--- config.mk ---
export PLATFORM = sky130hd
export DESIGN_NAME = new_wbck
export DESIGN_NICKNAME = d
export VERILOG_FILES = /design/src/rtl/new_wbck.sv
export SDC_FILE = /design/constraint.sdc
export NUM_CORES = 1
export LEC_CHECK = 0
export ABC_AREA = 1
export CAP_MARGIN = 15
export CORE_ASPECT_RATIO = 0.75
export CORE_UTILIZATION = 40
export DETAILED_ROUTE_END_ITERATION = 8
export PLACE_DENSITY_LB_ADDON = 0.12
export SLEW_MARGIN = 20
export SYNTH_ARGS = -nofsm -noshare
export SYNTH_HDL_FRONTEND = slang
export SYNTH_SLANG_ARGS = --single-unit
--- constraint.sdc ---
create_clock -name clk -period 3.4 [get_ports clk]
set_input_delay 0.34 -clock clk [delete_from_list [all_inputs] [get_ports clk]]
set_output_delay 0.34 -clock clk [all_outputs]
set_load 0.005 [all_outputs]
--- src/rtl/new_wbck.sv ---
// new_wbck -- writeback collector.
// Merges ALU, LSU and MUL/DIV result streams into a single registered
// regfile write slot using round-robin arbitration (at most one write/cycle).
//
// Ports:
//   clk, rst                       core clock, async active-high reset
//   <src>2wbck_vld/rdy/wdat/rdidx  per-source result handshake (alu, lsu, muldiv)
//   wbck_ena/rdy/wdat/rdidx        regfile write port (ena/wdat/rdidx registered)
//   wbck_busy                      slot occupied or any source valid
//
// State (round-robin pointer r_rr_last):
//   RR_ALU | ALU granted last, LSU has top priority
//   RR_LSU | LSU granted last, MUL/DIV has top priority
//   RR_MD  | MUL/DIV granted last (reset), ALU has top priority
module new_wbck #(
  parameter int XLEN    = 32,
  parameter int RFIDX_W = 5
) (
  input  logic               clk,
  input  logic               rst,
  input  logic               alu2wbck_vld,
  output logic               alu2wbck_rdy,
  input  logic [XLEN-1:0]    alu2wbck_wdat,
  input  logic [RFIDX_W-1:0] alu2wbck_rdidx,
  input  logic               lsu2wbck_vld,
  output logic               lsu2wbck_rdy,
  input  logic [XLEN-1:0]    lsu2wbck_wdat,
  input  logic [RFIDX_W-1:0] lsu2wbck_rdidx,
  input  logic               muldiv2wbck_vld,
  output logic               muldiv2wbck_rdy,
  input  logic [XLEN-1:0]    muldiv2wbck_wdat,
  input  logic [RFIDX_W-1:0] muldiv2wbck_rdidx,
  output logic               wbck_ena,
  input  logic               wbck_rdy,
  output logic [XLEN-1:0]    wbck_wdat,
  output logic [RFIDX_W-1:0] wbck_rdidx,
  output logic               wbck_busy
);

  typedef enum logic [1:0] {
    RR_ALU = 2'd0,
    RR_LSU = 2'd1,
    RR_MD  = 2'd2
  } rr_e;

  rr_e                r_rr_last;
  logic               r_slot_vld;
  logic [XLEN-1:0]    r_wdat;
  logic [RFIDX_W-1:0] r_rdidx;

  logic [2:0]         w_vld;   // {muldiv, lsu, alu}
  logic [2:0]         w_gnt;
  logic [2:0]         w_rdy;
  logic               w_can_acc;
  logic               w_acc;
  rr_e                w_gnt_src;
  logic [XLEN-1:0]    w_sel_wdat;
  logic [RFIDX_W-1:0] w_sel_rdidx;

  assign w_vld = {muldiv2wbck_vld, lsu2wbck_vld, alu2wbck_vld};

  // Search order starts just after the last grantee.
  always_comb begin
    w_gnt = 3'b000;
    case (r_rr_last)
      RR_ALU: begin
        if      (w_vld[1]) w_gnt = 3'b010;
        else if (w_vld[2]) w_gnt = 3'b100;
        else if (w_vld[0]) w_gnt = 3'b001;
      end
      RR_LSU: begin
        if      (w_vld[2]) w_gnt = 3'b100;
        else if (w_vld[0]) w_gnt = 3'b001;
        else if (w_vld[1]) w_gnt = 3'b010;
      end
      default: begin
        if      (w_vld[0]) w_gnt = 3'b001;
        else if (w_vld[1]) w_gnt = 3'b010;
        else if (w_vld[2]) w_gnt = 3'b100;
      end
    endcase
  end

  // Same-cycle drain and refill: a draining slot can accept a new result.
  assign w_can_acc = ~r_slot_vld | wbck_rdy;
  // rst gates rdy combinationally so no source sees an accept during reset.
  assign w_rdy     = {3{w_can_acc & ~rst}} & w_gnt;
  assign w_acc     = |w_rdy;

  assign alu2wbck_rdy    = w_rdy[0];
  assign lsu2wbck_rdy    = w_rdy[1];
  assign muldiv2wbck_rdy = w_rdy[2];

  always_comb begin
    w_gnt_src   = RR_ALU;
    w_sel_wdat  = alu2wbck_wdat;
    w_sel_rdidx = alu2wbck_rdidx;
    if (w_gnt[1]) begin
      w_gnt_src   = RR_LSU;
      w_sel_wdat  = lsu2wbck_wdat;
      w_sel_rdidx = lsu2wbck_rdidx;
    end else if (w_gnt[2]) begin
      w_gnt_src   = RR_MD;
      w_sel_wdat  = muldiv2wbck_wdat;
      w_sel_rdidx = muldiv2wbck_rdidx;
    end
  end

  always_ff @(posedge clk or posedge rst) begin
    if (rst) begin
      r_rr_last  <= RR_MD;
      r_slot_vld <= 1'b0;
      r_wdat     <= '0;
      r_rdidx    <= '0;
    end else if (w_acc) begin
      r_rr_last <= w_gnt_src;
      if (w_sel_rdidx != '0) begin
        r_slot_vld <= 1'b1;
        r_wdat     <= w_sel_wdat;
        r_rdidx    <= w_sel_rdidx;
      end else begin
        // x0 result is consumed but never written; an accept here implies
        // the slot was empty or draining, so it ends up empty.
        r_slot_vld <= 1'b0;
      end
    end else if (wbck_rdy) begin
      r_slot_vld <= 1'b0;
    end
  end

  assign wbck_ena   = r_slot_vld;
  assign wbck_wdat  = r_wdat;
  assign wbck_rdidx = r_rdidx;
  assign wbck_busy  = r_slot_vld | (|w_vld);

endmodule

==> out/metrics.yaml <==
outcome: "completed"
antenna_found_initial: 0
diodes: 0
p_leak_nw: 1.97
synth_mux_area_frac: 0
fin_crit_ns: 2.47
critical_path_buf_inv_count: 2
cp_top_family: "buffers and inverters"
synth_xor_area_frac: 0
cpPeakStageDelay_ns: 0.53
worst_path_most_repeated_cell: "clkdlybuf4s50_1"
io_buffer_count: 158
dp.cells: 597
grt_pass1_vias: 2874
fin_area_um2: 4260
worst_pin_slew_ns: 0.508
cts.repair.resized: 0
synthSimpleGateAreaFrac: 0.353
synth_area_per_cell_um2: 6.73
rsz0062_at_grt: "no"
dp_slack_ns: 0.792
cts.path.max_buffers: 2
start_util: 0.427
synth.yosys.seq_area_share: 0.391
wl_per_cell_um: 13.8
core_um2: 6010
cts_hold_buf: 0
die_height_um: 71.3
yosys_warnings: 0
synthAdderAreaFrac: 0
worstPathCellList: "clkdlybuf4s50_1 > o21ai_0 > nand3_2 > nor2_1 > clkdlybuf4s50_1"
fmax_mhz: 404
synth_top_family_by_area: "simple AND/OR/NAND/NOR gates"
worstPathMaxFanout: 16
finalClockSkew_ns: 0.00864
max-cap-violations: 0
final-max-slew-violation-count: 0
die_area_um2: 6730
syn_area_um2: 2560
firstDrtPassIters: 4
grt_max_degree: 47
cts.sinks: 40
hold_viol_final: 0
syn-instance-count: 381
clk_latency_ns: 0.29
ant_nets: 0
final_layout_size_suffix_gt1_frac: 0.0436
avgViaCountPerCell: 5.08
hpwl_um: 6120
track_usage: 0.250
post_cts_buffers: 0
cts_tree: "yes"
setup_viol: 0
relSlewSlack: 0.661
worst_hold_slack_ns: 0.473
endpoint_kind: "primary output"
route.detailed.drc: 0
htree_levels: 2
globalplace.congestion: 0.830
multi_input_area_um2: 1350
fp.dieW_um: 94.4
fin_tns_setup_ns: 0
grt-ovfl-total: 0
num_vias: 3076
cp_slowest_cell: "clkdlybuf4s50_1"
post-route-period-util: 0.727
vdd_drop_max_mv: 0.411
cp.required_ns: 3.06
nets: 643
area_growth_syn_to_layout_pct: 66.3
stdcell_count: 605
startpoint_type: "primary input"
synth-seq-cells: 40
path_clk_slew_ns: 0.07
wl_um: 8350
grt_pass1_wl_um: 13200
critPathKind: "in2out"
row_count: 24
hp-class: "reg2reg"
drt_iter0_drc: 106
nFillCells: 504
synth_cell_types: 17
cts-root-buf: "clkbuf_8"
io_pins: 159
numCtsBuffers: 5
powerDensity_nw_per_um2: 678
seqCellArea_um2: 1000
synth_compound_area_frac: 0.173
layout_setup_ws_ns: 0.927
dpl_cell_area_um2: 4170
cp.arrival_ns: 2.13
syn_nets: 498
[synth_stat cells]
cell        n  area share
nand3_1    42       0.082
o21ai_0     4      0.0078
o31ai_1    32       0.094
buf_2       6       0.012
dfstp_2     1       0.010
buf_1       4      0.0059
nand2_1   134        0.20
a21oi_1    34       0.066
nor2_1     42       0.062
clkbuf_1   14       0.021
buf_6       4       0.018
o21ai_1     1      0.0020
nand3_2     2      0.0078
dfrtp_1    39        0.38
inv_1      19       0.028
a22oi_1     1      0.0029
nand2_2     2      0.0049
[worst paths after layout]
path                                      startpoint                         to  slack [ns]  cells past startpoint
max                                     lsu2wbck_vld            muldiv2wbck_rdy        0.93                      5
min                        wbck_rdidx[0]$_DFFE_PP0P_  wbck_rdidx[0]$_DFFE_PP0P_        0.47                      2
max reg2reg                 r_rr_last[1]$_DFFE_PP1P_       wbck_ena$_DFFE_PP0P_        1.17                     10
min reg2reg                wbck_rdidx[0]$_DFFE_PP0P_  wbck_rdidx[0]$_DFFE_PP0P_        0.47                      2
max in group asynchronous                        rst   r_rr_last[1]$_DFFE_PP1P_        2.49                      3
min in group asynchronous                        rst  wbck_wdat[26]$_DFFE_PP0P_        0.55                      3
[cells in the final DEF, fill, tap and decap left out]
| cell | n |
|---|---|
| o31ai_1 | 32 |
| a21oi_1 | 34 |
| inv_2 | 1 |
| o21ai_0 | 4 |
| dfrtp_1 | 39 |
| clkinvlp_4 | 1 |
| clkdlybuf4s50_1 | 158 |
| nand2_2 | 3 |
| clkbuf_1 | 1 |
| nand3_2 | 3 |
| inv_1 | 18 |
| dfstp_2 | 1 |
| o21ai_1 | 1 |
| nand2_1 | 133 |
| a22oi_1 | 1 |
| nand3_1 | 41 |
| buf_4 | 8 |
| clkbuf_8 | 6 |
| nor2_1 | 42 |
[report_power, final]
| part | internal [mW] | total [mW] | leakage [nW] | switching (mW) |
|---|---|---|---|---|
| clock network | 0.165 | 0.329 | 0.0445 | 0.164 |
| logic | 0.835 | 1.72 | 1.43 | 0.889 |
| registers | 0.713 | 0.835 | 0.494 | 0.123 |
| total | 1.71 | 2.89 | 1.97 | 1.17 |
[sequential cells by signal, summed over array words and instances, names as in the netlist]
name and cells:
wbck_wdat 32, wbck_rdidx 5, r_rr_last 2, wbck_ena 1
[area by class of cell]
cell class / instances / share of cell area
Clock buffer: 7 / 0.0203
Clock inverter: 1 / 0.00176
Inverter: 19 / 0.0167
Multi-Input combinational cell: 294 / 0.318
Sequential cell: 40 / 0.235
Tap cell: 78 / 0.0229
Timing Repair Buffer: 166 / 0.385
[kinds of logic after synthesis]
kind of cell,count (synthesis)
AND/OR/NAND/NOR,222
AO/OA/AOI/OAI,72
buffers and inverters,47
flip-flops,40
[through the flow]
stage          utilization  power [mW]
4_1_cts              0.709        2.91
6_report             0.709        2.89
5_1_grt              0.709        3.13
2_1_floorplan            -        1.78
3_3_place_gp         0.694        2.53
3_5_place_dp         0.694        2.58
[metal layers]
metal / GRT usage / part of all wire / vias up / routed length [µm]
met2: 0.427 / 0.49 / 117 / 4060
li1: - / - / 1543 / -
met1: 0.307 / 0.41 / 1407 / 3450
met5: 0 / 0 / - / 0
met4: 0.0667 / 0.010 / 0 / 87
met3: 0.0775 / 0.091 / 9 / 757
[tightest hold or removal path: stages, from the launching register on]
cell and delay [ns]:
dfrtp_1 0.35, nand2_1 0.05, nand2_1 0.04
No activity file was read; power rests on OpenSTA's default activity.
